--- src/rtl/udp_rx_depacketizer.sv ---
`default_nettype none
// ============================================================================
// Module      : udp_rx_depacketizer
// Description : Parses Ethernet/IPv4/UDP headers from an 8-bit MAC rx
//               stream, filters on local MAC/IP/port, and forwards only the
//               UDP payload with a correct last.
// Revision    : 1.0 - initial release
// ============================================================================
module udp_rx_depacketizer #(
    parameter bit BCAST_EN  = 1'b1,
    parameter int HDR_BYTES = 42
) (
    input  logic        clk,
    input  logic        reset,
    input  logic [7:0]  in_data,
    input  logic        in_valid,
    input  logic        in_last,
    output logic        in_ready,
    output logic [7:0]  out_data,
    output logic        out_valid,
    output logic        out_last,
    input  logic        out_ready,
    input  logic [47:0] local_mac,
    input  logic [31:0] local_ip,
    input  logic [15:0] dst_port,
    input  logic [15:0] dst_port2,
    output logic        port_sel,
    output logic        frame_ok,
    output logic        frame_drop,
    output logic        frame_trunc,
    output logic [15:0] ok_cnt,
    output logic [15:0] drop_cnt
);

    localparam logic [5:0] c_hdrLast = 6'(HDR_BYTES - 1);

    typedef enum logic [1:0] {
        ST_HDR     = 2'd0,
        ST_PAYLOAD = 2'd1,
        ST_PAD     = 2'd2,
        ST_DROP    = 2'd3
    } state_t;

    state_t      r_state;
    state_t      w_nextState;
    logic [5:0]  r_hdrCnt;
    logic        r_fail;
    logic        r_macUcast;
    logic        r_macBcast;
    logic        r_portHi0;
    logic        r_portHi1;
    logic        r_pendPort;
    logic [15:0] r_udpLen;
    logic [15:0] r_remain;
    logic        r_portSel;
    logic        r_frameOk;
    logic        r_frameDrop;
    logic        r_frameTrunc;
    logic [15:0] r_okCnt;
    logic [15:0] r_dropCnt;

    logic        w_hs;
    logic [7:0]  w_macByte;
    logic [7:0]  w_fieldByte;
    logic        w_fieldChk;
    logic        w_macUcastOk;
    logic        w_macBcastOk;
    logic        w_port0;
    logic        w_port1;
    logic [15:0] w_lenVal;
    logic        w_byteFail;
    logic        w_failAcc;
    logic        w_hdrDone;
    logic        w_payEnd;
    logic        w_okEvt;
    logic        w_dropEvt;
    logic        w_truncEvt;

    assign w_hs = in_valid & in_ready;

    // Expected constant/config byte for each checked header position
    always_comb begin
        w_macByte   = 8'h00;
        w_fieldByte = 8'h00;
        w_fieldChk  = 1'b0;
        case (r_hdrCnt)
            6'd0:  w_macByte = local_mac[47:40];
            6'd1:  w_macByte = local_mac[39:32];
            6'd2:  w_macByte = local_mac[31:24];
            6'd3:  w_macByte = local_mac[23:16];
            6'd4:  w_macByte = local_mac[15:8];
            6'd5:  w_macByte = local_mac[7:0];
            6'd12: begin w_fieldByte = 8'h08;          w_fieldChk = 1'b1; end
            6'd13: begin w_fieldByte = 8'h00;          w_fieldChk = 1'b1; end
            6'd14: begin w_fieldByte = 8'h45;          w_fieldChk = 1'b1; end
            6'd23: begin w_fieldByte = 8'h11;          w_fieldChk = 1'b1; end
            6'd30: begin w_fieldByte = local_ip[31:24]; w_fieldChk = 1'b1; end
            6'd31: begin w_fieldByte = local_ip[23:16]; w_fieldChk = 1'b1; end
            6'd32: begin w_fieldByte = local_ip[15:8];  w_fieldChk = 1'b1; end
            6'd33: begin w_fieldByte = local_ip[7:0];   w_fieldChk = 1'b1; end
            default: ;
        endcase
    end

    assign w_macUcastOk = ((r_hdrCnt == 6'd0) ? 1'b1 : r_macUcast) & (in_data == w_macByte);
    assign w_macBcastOk = ((r_hdrCnt == 6'd0) ? 1'b1 : r_macBcast) & (in_data == 8'hFF);
    assign w_port0      = r_portHi0 & (in_data == dst_port[7:0]);
    assign w_port1      = r_portHi1 & (in_data == dst_port2[7:0]);
    assign w_lenVal     = {r_udpLen[15:8], in_data};

    assign w_byteFail = ((r_hdrCnt == 6'd5) && !(w_macUcastOk || (BCAST_EN && w_macBcastOk)))
                      || (w_fieldChk && (in_data != w_fieldByte))
                      || ((r_hdrCnt == 6'd37) && !w_port0 && !w_port1)
                      || ((r_hdrCnt == 6'd39) && (w_lenVal < 16'd9));

    // Byte 0 starts a fresh frame, so stale failure state is ignored there
    assign w_failAcc = ((r_hdrCnt == 6'd0) ? 1'b0 : r_fail) | w_byteFail;
    assign w_hdrDone = (r_hdrCnt == c_hdrLast);
    assign w_payEnd  = (r_remain == 16'd1);

    always_ff @(posedge clk or posedge reset) begin
        if (reset) begin
            r_state <= ST_HDR;
        end else begin
            r_state <= w_nextState;
        end
    end

    always_comb begin
        w_nextState = r_state;
        in_ready    = 1'b1;
        out_valid   = 1'b0;
        out_data    = 8'h00;
        out_last    = 1'b0;
        w_okEvt     = 1'b0;
        w_dropEvt   = 1'b0;
        w_truncEvt  = 1'b0;
        case (r_state)
            ST_HDR: begin
                if (w_hs) begin
                    if (in_last) begin
                        w_dropEvt   = 1'b1;
                        w_nextState = ST_HDR;
                    end else if (w_hdrDone) begin
                        w_nextState = w_failAcc ? ST_DROP : ST_PAYLOAD;
                    end
                end
            end
            ST_PAYLOAD: begin
                in_ready  = out_ready;
                out_valid = in_valid;
                out_data  = in_data;
                out_last  = in_valid & (w_payEnd | in_last);
                if (w_hs) begin
                    if (w_payEnd) begin
                        w_okEvt     = 1'b1;
                        w_nextState = in_last ? ST_HDR : ST_PAD;
                    end else if (in_last) begin
                        w_truncEvt  = 1'b1;
                        w_nextState = ST_HDR;
                    end
                end
            end
            ST_PAD: begin
                if (w_hs && in_last) begin
                    w_nextState = ST_HDR;
                end
            end
            ST_DROP: begin
                if (w_hs && in_last) begin
                    w_dropEvt   = 1'b1;
                    w_nextState = ST_HDR;
                end
            end
            default: w_nextState = ST_HDR;
        endcase
    end

    always_ff @(posedge clk or posedge reset) begin
        if (reset) begin
            r_hdrCnt     <= 6'd0;
            r_fail       <= 1'b0;
            r_macUcast   <= 1'b0;
            r_macBcast   <= 1'b0;
            r_portHi0    <= 1'b0;
            r_portHi1    <= 1'b0;
            r_pendPort   <= 1'b0;
            r_udpLen     <= 16'd0;
            r_remain     <= 16'd0;
            r_portSel    <= 1'b0;
            r_frameOk    <= 1'b0;
            r_frameDrop  <= 1'b0;
            r_frameTrunc <= 1'b0;
            r_okCnt      <= 16'd0;
            r_dropCnt    <= 16'd0;
        end else begin
            r_frameOk    <= w_okEvt;
            r_frameDrop  <= w_dropEvt;
            r_frameTrunc <= w_truncEvt;
            if (w_okEvt) begin
                r_okCnt <= r_okCnt + 16'd1;
            end
            if (w_dropEvt || w_truncEvt) begin
                r_dropCnt <= r_dropCnt + 16'd1;
            end
            if ((r_state == ST_HDR) && w_hs) begin
                r_hdrCnt   <= (in_last || w_hdrDone) ? 6'd0 : r_hdrCnt + 6'd1;
                r_fail     <= w_failAcc;
                r_macUcast <= w_macUcastOk;
                r_macBcast <= w_macBcastOk;
                if (r_hdrCnt == 6'd36) begin
                    r_portHi0 <= (in_data == dst_port[15:8]);
                    r_portHi1 <= (in_data == dst_port2[15:8]);
                end
                if (r_hdrCnt == 6'd37) begin
                    r_pendPort <= !w_port0 && w_port1;
                end
                if (r_hdrCnt == 6'd38) begin
                    r_udpLen[15:8] <= in_data;
                end
                if (r_hdrCnt == 6'd39) begin
                    r_udpLen[7:0] <= in_data;
                end
                if (w_hdrDone && !in_last && !w_failAcc) begin
                    r_remain  <= r_udpLen - 16'd8;
                    r_portSel <= r_pendPort;
                end
            end
            if ((r_state == ST_PAYLOAD) && w_hs && !w_payEnd) begin
                r_remain <= r_remain - 16'd1;
            end
        end
    end

    assign port_sel    = r_portSel;
    assign frame_ok    = r_frameOk;
    assign frame_drop  = r_frameDrop;
    assign frame_trunc = r_frameTrunc;
    assign ok_cnt      = r_okCnt;
    assign drop_cnt    = r_dropCnt;

endmodule
`default_nettype wire
--- config.mk ---
export PLATFORM = sky130hd
export DESIGN_NAME = udp_rx_depacketizer
export DESIGN_NICKNAME = d
export VERILOG_FILES = /design/src/rtl/udp_rx_depacketizer.sv
export SDC_FILE = /design/constraint.sdc
export NUM_CORES = 1
export LEC_CHECK = 0
export CAP_MARGIN = 5
export CELL_PAD_IN_SITES_DETAIL_PLACEMENT = 0
export CELL_PAD_IN_SITES_GLOBAL_PLACEMENT = 1
export CORE_ASPECT_RATIO = 0.8
export CORE_MARGIN = 8
export CORE_UTILIZATION = 38
export CTS_CLUSTER_SIZE = 25
export DETAILED_ROUTE_END_ITERATION = 12
export PLACE_DENSITY = 0.93
export SYNTH_ARGS = -nofsm -noshare
export SYNTH_HDL_FRONTEND = slang
export SYNTH_SLANG_ARGS = --single-unit
--- constraint.sdc ---
create_clock -name clk -period 5.9 [get_ports clk]
set_input_delay 1.18 -clock clk [delete_from_list [all_inputs] [get_ports clk]]
set_output_delay 1.18 -clock clk [all_outputs]
set_load 0.02 [all_outputs]
==> results by group, run 1 <==
Status
  – Status: finished clean

Setup path
  – Critical Setup Path Class: in -> out
  – Critical path arrival: approximately 3100 ps
  – Crit path max fanout: 11
  – Critical Path Source Type: primary input
  – Worst Path Required: about 4700 ps
  – CP endpoint kind: primary output

Final layout
  – Inserted Diodes: 0
  – Nets: roughly 900
  – Fraction of layout cells with a size suffix above 1: ~6.6%
  – Fillers: approximately 1300
  – Layout area overhead: 38.0%

Hold path
  – Worst hold path type: reg -> reg

Synthesis
  – Async set-or-reset flop fraction in the synthesized netlist: 100%
  – Avg Cell Area, Syn: slightly below 9 µm²
  – Mapped Cells: ~600
  – Synth Warn #: 0
  – Number of synthesized flops with an enable pin: 0
  – Sequential area share after synthesis: 37.3%
  – Yosys top cell by area: dfrtp_1
  – Syn Std Cell Area: between 0.005 and 0.006 mm²
  – Synth top area share: between 30% and 40%
  – Predominant post-synthesis flop cell: dfrtp_1
  – Synth cell types: 62
  – Synth top area cells: dfrtp_1 (37%), xnor2_1 (8.3%), xor2_1 (5.6%)
  – Synthesized flop and latch total: 82
  – Synthesized Nets: about 760

Die
  – Total core area: between 0.01 and 0.015 mm²
  – # rows: 39
  – Die width: 151 µm
  – I/O pin count: approximately 170
  – Die Area: roughly 0.019 mm²
  – Initial core utilization: approximately two fifths
  – Die height: 124 µm

Placed design
  – GP Congestion: roughly 0.89
  – Input/output buffers: 171
  – Post-DP HPWL: 13.5 mm

Timing
  – Fin Clk Skew: 8.81 ps
  – Final setup viols: 0
  – Crit path time final: approximately 4200 ps
  – Fin crit share: ~72%
  – Slew Viols, Final: 0
  – RSZ-0062 raised after global routing: false
  – Setup_tns: 0 ps
  – F_max: between 200 and 250 MHz
  – Max-slew headroom: a little over a third
  – Hold Vio Cnt, Final: 0
  – Worst-Margin Slew: roughly 970 ps

Clock network
  – CTS root buffer: clkbuf_16
  – H-tree depth: 3
  – CTS tree: built
  – Worst-Skew Late Latency: between 300 and 400 ps
  – Clock sink count: a little over 80
  – Post-CTS sizing: 0
  – Postcts setup bufs: 0
  – Bufs on Longest Clock Path: 2
  – CTS Hold Bufs: 0
  – Clk pin slew, worst setup/hold paths: around 60 ps
  – CTS Buf Count: 9

Power
  – Maximum VDD drop: between 0.2 and 0.25 mV
  – Power per cell area: between 200 and 300 mW/mm²
  – Tot Pwr: 0.00214 W
  – Leakage: roughly 3.1 nW

Route
  – Antenna Nets Post-Route: 0
  – DRC: 0
  – Wire per inst: roughly 19 µm
  – Initial drt markers: 446
  – DR vias/cell: roughly 5.6
  – Aggregate routed wire length: 17.8 mm
  – Router iterations before antenna repair: 5
  – Vias: between 5000 and 6000

GRT
  – GRT overflow: 0
  – Initial antenna violation count: 0
  – Global-route wire length before repair: approximately 28 mm
  – Total GRT Usage: between 10% and 20%
  – Vias in the first global route: between 5000 and 6000
  – Largest net degree at the start of global routing: 49

Run
  – Max_cap viols: 0
## cell type report
cell class	count	area (µm²)	area share (%)
repair buffers	173	1730	22.7
multi-input cells	484	3240	42.6
well taps	184	230	3.03
inverters	15	57.6	0.758
clock buffers	9	225	2.96
flip-flops and latches	82	2050	27.0
clock inverters	7	70.1	0.922
## per-layer routing
layer	GRT usage [%]	part of all wire, %	up-vias
li1	-	-	2503
met2	31.0	46	214
met3	5.01	8.9	16
met5	0	0	-
met4	4.26	0.74	0
met1	25.0	44	2570
## synth_stat cells, types with 3 or more instances
master,count
buf_6,3
inv_1,15
a21o_1,3
a222oi_1,4
a311oi_1,3
a211oi_1,5
buf_1,4
nor2b_1,5
nor2_1,51
a21oi_1,22
nand4_1,21
nand3b_1,4
o22ai_1,8
xnor2_1,52
mux2i_1,4
nor4_1,9
a22oi_1,23
and3_1,11
or2_2,3
mux2_2,19
o21ai_0,26
ha_1,13
or3_1,3
nand2b_1,7
dfrtp_1,82
o31ai_1,5
and2_1,10
o211ai_1,4
nand2_1,55
clkbuf_1,29
nor3_1,17
nand3_1,23
xor2_1,35
## through the flow
| step | area [µm²] | hold WS, ps | setup WS [ps] | cells | utilization (%) |
|---|---|---|---|---|---|
| after floorplan | 5510 | 432 | 2550 | 618 | - |
| after global placement | 7300 | 454 | 1600 | 938 | 51.4 |
| after detailed placement | 7300 | 456 | 1460 | 938 | 51.4 |
| final | 7600 | 469 | 1670 | 954 | 53.5 |
| after CTS | 7600 | 469 | 1700 | 954 | 53.5 |
| after global routing | 7600 | 485 | 1540 | 954 | 53.5 |
## where the power goes
part	leakage [nW]	internal, W	switching [W]
Clock	0.145	0.000327	0.000229
Combinational	1.87	0.000375	0.000464
Sequential	1.10	0.000640	0.000105
Total	3.12	0.00134	0.000797
## worst paths after layout
path / from / to / slack [ps] / cells after the start
max: in_data[5] / out_data[5] / 1670 / 3
min: r_pendPort / r_pendPort / 470 / 2
max reg2reg: r_hdrCnt[0] / r_remain[10] / 2040 / 10
min reg2reg: r_pendPort / r_pendPort / 470 / 2
max in group asynchronous: reset / r_remain[5] / 3630 / 3
min in group asynchronous: reset / drop_cnt[1] / 1210 / 2
## cells in the final DEF (no fill, tap or decap), types with 3 or more instances in the layout
cell / instances
xor2_1: 35
xnor2_1: 52
a222oi_1: 4
mux2_2: 19
o211ai_1: 4
nand3_1: 23
nor2_1: 51
nand3b_1: 4
o31ai_1: 5
o21ai_0: 26
nand2_1: 55
nand4_1: 21
a211oi_1: 5
or3_1: 3
clkbuf_16: 9
nor4_1: 9
and3_1: 11
clkdlybuf4s50_1: 171
nand2b_1: 7
nor2b_1: 5
o22ai_1: 8
dfrtp_1: 82
clkinv_2: 4
inv_1: 14
a21o_1: 3
a21oi_1: 22
mux2i_1: 4
nor3_1: 17
and2_1: 10
a311oi_1: 3
a22oi_1: 23
ha_1: 13
or2_2: 3
## cells by family after synthesis
group | share of synthesized area, %
AO/OA/AOI/OAI | 14.5
XOR/XNOR | 13.8
adder cells (fa/ha/maj) | 2.95
buffers and inverters | 3.98
flip-flops | 37.3
multiplexers | 4.61
AND/OR/NAND/NOR | 22.9
## worst max-delay path, stage by stage
cell and delay, ps:
clkdlybuf4s50_1 980, and2_1 250, clkdlybuf4s50_1 630
## flip-flops by register name, indices dropped and copies added, names as in the netlist
name and cells:
frame_drop 1, r_hdrCnt 6, r_macUcast 1, r_macBcast 1
r_udpLen 16, frame_trunc 1, r_portHi1 1, r_remain 16
r_fail 1, r_pendPort 1, drop_cnt 16, port_sel 1
ok_cnt 16, r_state 2, frame_ok 1, r_portHi0 1
Power figures use the tool's default switching activity.
==> run 2: changes to the inputs <==
--- a/config.mk
+++ b/config.mk
@@ -10,10 +10,10 @@
 export CELL_PAD_IN_SITES_GLOBAL_PLACEMENT = 1
 export CORE_ASPECT_RATIO = 0.8
 export CORE_MARGIN = 8
-export CORE_UTILIZATION = 38
+export CORE_UTILIZATION = 32
 export CTS_CLUSTER_SIZE = 25
 export DETAILED_ROUTE_END_ITERATION = 12
-export PLACE_DENSITY = 0.93
+export PLACE_DENSITY = 0.84
 export SYNTH_ARGS = -nofsm -noshare
 export SYNTH_HDL_FRONTEND = slang
 export SYNTH_SLANG_ARGS = --single-unit
==> constraint.sdc (replaced) <==
create_clock -name clk -period 3.8 [get_ports clk]
set_input_delay 0.76 -clock clk [delete_from_list [all_inputs] [get_ports clk]]
set_output_delay 0.76 -clock clk [all_outputs]
set_load 0.02 [all_outputs]
==> run 2 against run 1 <==
Compared with the run above: worst hold slack better by 5.2 ps; non-clock buffer count up 16; utilization down 7.8 points; clock power grew 73%.
==> results by group, run 2 (same netlist as run 1, synthesis figures left out) <==
GRT
  – Total GRT Usage: 16.7% (-2.4 points)
  – Global-route wire length before repair: 29.0 mm (+2.0%)
  – GRT overflow: 0 (unchanged)
  – Initial antenna violation count: 0 (unchanged)
  – Vias in the first global route: 5279 (-3.2%)
  – Largest net degree at the start of global routing: 83 (+69%)

Setup path
  – Worst Setup SP: r_remain[4]
  – Slowest stage cell, crit path: or4_4
  – Crit path max fanout: 6 (-5)
  – R2R Path Start: r_hdrCnt[0]
  – Bufs and invs on worst path: 1 (-1)
  – CP endpoint kind: primary output
  – Critical-path cell list: or4_4, or3_4, or2_1, a21boi_0, dlymetal6s2s_1
  – Critical path arrival: 2510 ps (-540 ps)
  – Worst Path Required: 3040 ps (-1680 ps)
  – Critical Path Source Type: flip-flop
  – Worst path top cell family by delay: simple AND/OR/NAND/NOR gates
  – Critical path's largest stage delay: 570 ps (-410 ps)
  – Critical Setup Path Class: reg -> out

Status
  – Status: finished clean

Placed design
  – Input/output buffers: 171 (unchanged)
  – DP Cell Count: 995 (+6.1%)
  – Post-DP HPWL: 14.0 mm (+3.8%)
  – GP Congestion: 0.829 (-6.3%)
  – Placed inst area: 0.00749 mm² (+2.5%)

Clock network
  – Bufs on Longest Clock Path: 2 (unchanged)
  – Clock sink count: 82 (unchanged)
  – CTS root buffer: clkbuf_16
  – CTS tree: built
  – Clk pin slew, worst setup/hold paths: 70 ps (about the same)
  – CTS Hold Bufs: 0 (unchanged)
  – H-tree depth: 3 (unchanged)
  – Post-CTS sizing: 0 (unchanged)
  – CTS Buf Count: 9 (unchanged)
  – Worst-Skew Late Latency: 340 ps (about the same)
  – Postcts setup bufs: 0 (unchanged)

Die
  – # rows: 43 (+10%)
  – Total core area: 0.0171 mm² (+20%)
  – Initial core utilization: 32.2% (-6.6 points)
  – Die height: 133 µm (+7.8%)
  – I/O pin count: 172 (unchanged)
  – Die Area: 0.0217 mm² (+16%)
  – Die width: 163 µm (+8.0%)

Power
  – Leakage: 3.23 nW (+3.5%)
  – Maximum VDD drop: 0.274 mV (+22%)
  – Power per cell area: 443 mW/mm² (+57%)

Timing
  – Max-slew headroom: 54.0% (+19 points)
  – Worst-Margin Slew: 685 ps (-283 ps)
  – Crit path time final: ~3300 ps
  – F_max: between 300 and 400 MHz
  – RSZ-0062 raised after global routing: false
  – Slew Viols, Final: 0 (unchanged)
  – Hold Vio Cnt, Final: 0 (unchanged)
  – Fin crit share: 86.1%
  – Final setup viols: 0 (unchanged)
  – Hold slack: 474 ps (+5.19 ps)
  – Fin Clk Skew: 13.2 ps (+4.43 ps)
  – Setup_tns: 0 ps (unchanged)

Hold path
  – Worst hold path type: reg -> reg
  – Min-delay src: r_pendPort

Final layout
  – Most frequent cells in the layout: clkdlybuf4s50_1 (170), dfrtp_1 (82), nand2_1 (55)
  – Core Util, Final: 45.7% (-7.8 points)
  – Final Cell Area: 0.00782 mm² (+2.9%)
  – Nets: 919 (+1.8%)
  – Commonest non-fill, non-tap cell in the layout: clkdlybuf4s50_1
  – Layout area overhead: 41.9%
  – Fin cells: 1011 (+6.0%)
  – Inserted Diodes: 0 (unchanged)
  – Fraction of layout cells with a size suffix above 1: 8.52% (+1.9 points)

Run
  – Max_cap viols: 0 (unchanged)

Route
  – Antenna Nets Post-Route: 0 (unchanged)
  – DR vias/cell: 5.18 (-6.8%)
  – Initial drt markers: 350 (-22%)
  – DRC: 0 (unchanged)
  – Router iterations before antenna repair: 5 (unchanged)
  – Aggregate routed wire length: 18.1 mm (+2.1%)
  – Wire per inst: 17.9 µm (-3.7%)
  – Vias: 5239 (-1.2%)
-- run 2: cell type report --
type | count | area [µm²]
fillers | 1669 | 9290
multi-input cells | 484 | 3240
flip-flops and latches | 82 | 2050
repair buffers | 189 | 1860
well taps | 225 | 282
clock buffers | 9 | 225
clock inverters | 7 | 101
inverters | 15 | 57.6
-- run 2: per-layer routing --
| layer | up-vias | global-route usage [%] | share of wire, % | routed length [µm] |
|---|---|---|---|---|
| met4 | 0 | 3.36 | 0.87 | 157 |
| met1 | 2524 | 23.1 | 48 | 8680 |
| met2 | 172 | 25.4 | 44 | 7980 |
| li1 | 2530 | - | - | - |
| met5 | - | 0 | 0 | 0 |
| met3 | 13 | 4.66 | 7.3 | 1330 |
-- run 2: worst register-to-register path, cell delays in order (launching register included) --
cell and delay (ps):
dfrtp_1 430, inv_1 100, ha_1 540, inv_1 230, nor3_1 540, nor2_1 90
nor4_1 390, a31oi_1 200, o31ai_1 430, a31oi_1 120
-- run 2: worst paths after layout --
kind / end / slack, ps / cells after the start
hold reg to reg: r_pendPort / 470 / 2
max in group asynchronous: r_portHi0 / 2600 / 3
min in group asynchronous: ok_cnt[4] / 830 / 3
setup / recovery: out_last / 530 / 5
setup reg to reg: r_state[1] / 590 / 9
hold / removal: r_pendPort / 470 / 2
-- run 2: where the power goes --
group          switching (W)  total [W]  internal [W]
Combinational       0.000740    0.00135      0.000614
Clock               0.000381   0.000961      0.000580
Sequential          0.000152    0.00115      0.000994
Total                0.00127    0.00346       0.00219
-- run 2: metrics by stage --
step	total power, W	worst slack [ps]
after floorplan	0.00198	868
after detailed placement	0.00250	467
after CTS	0.00348	76.9
final	0.00346	530
after global routing	0.00368	245
after global placement	0.00250	478
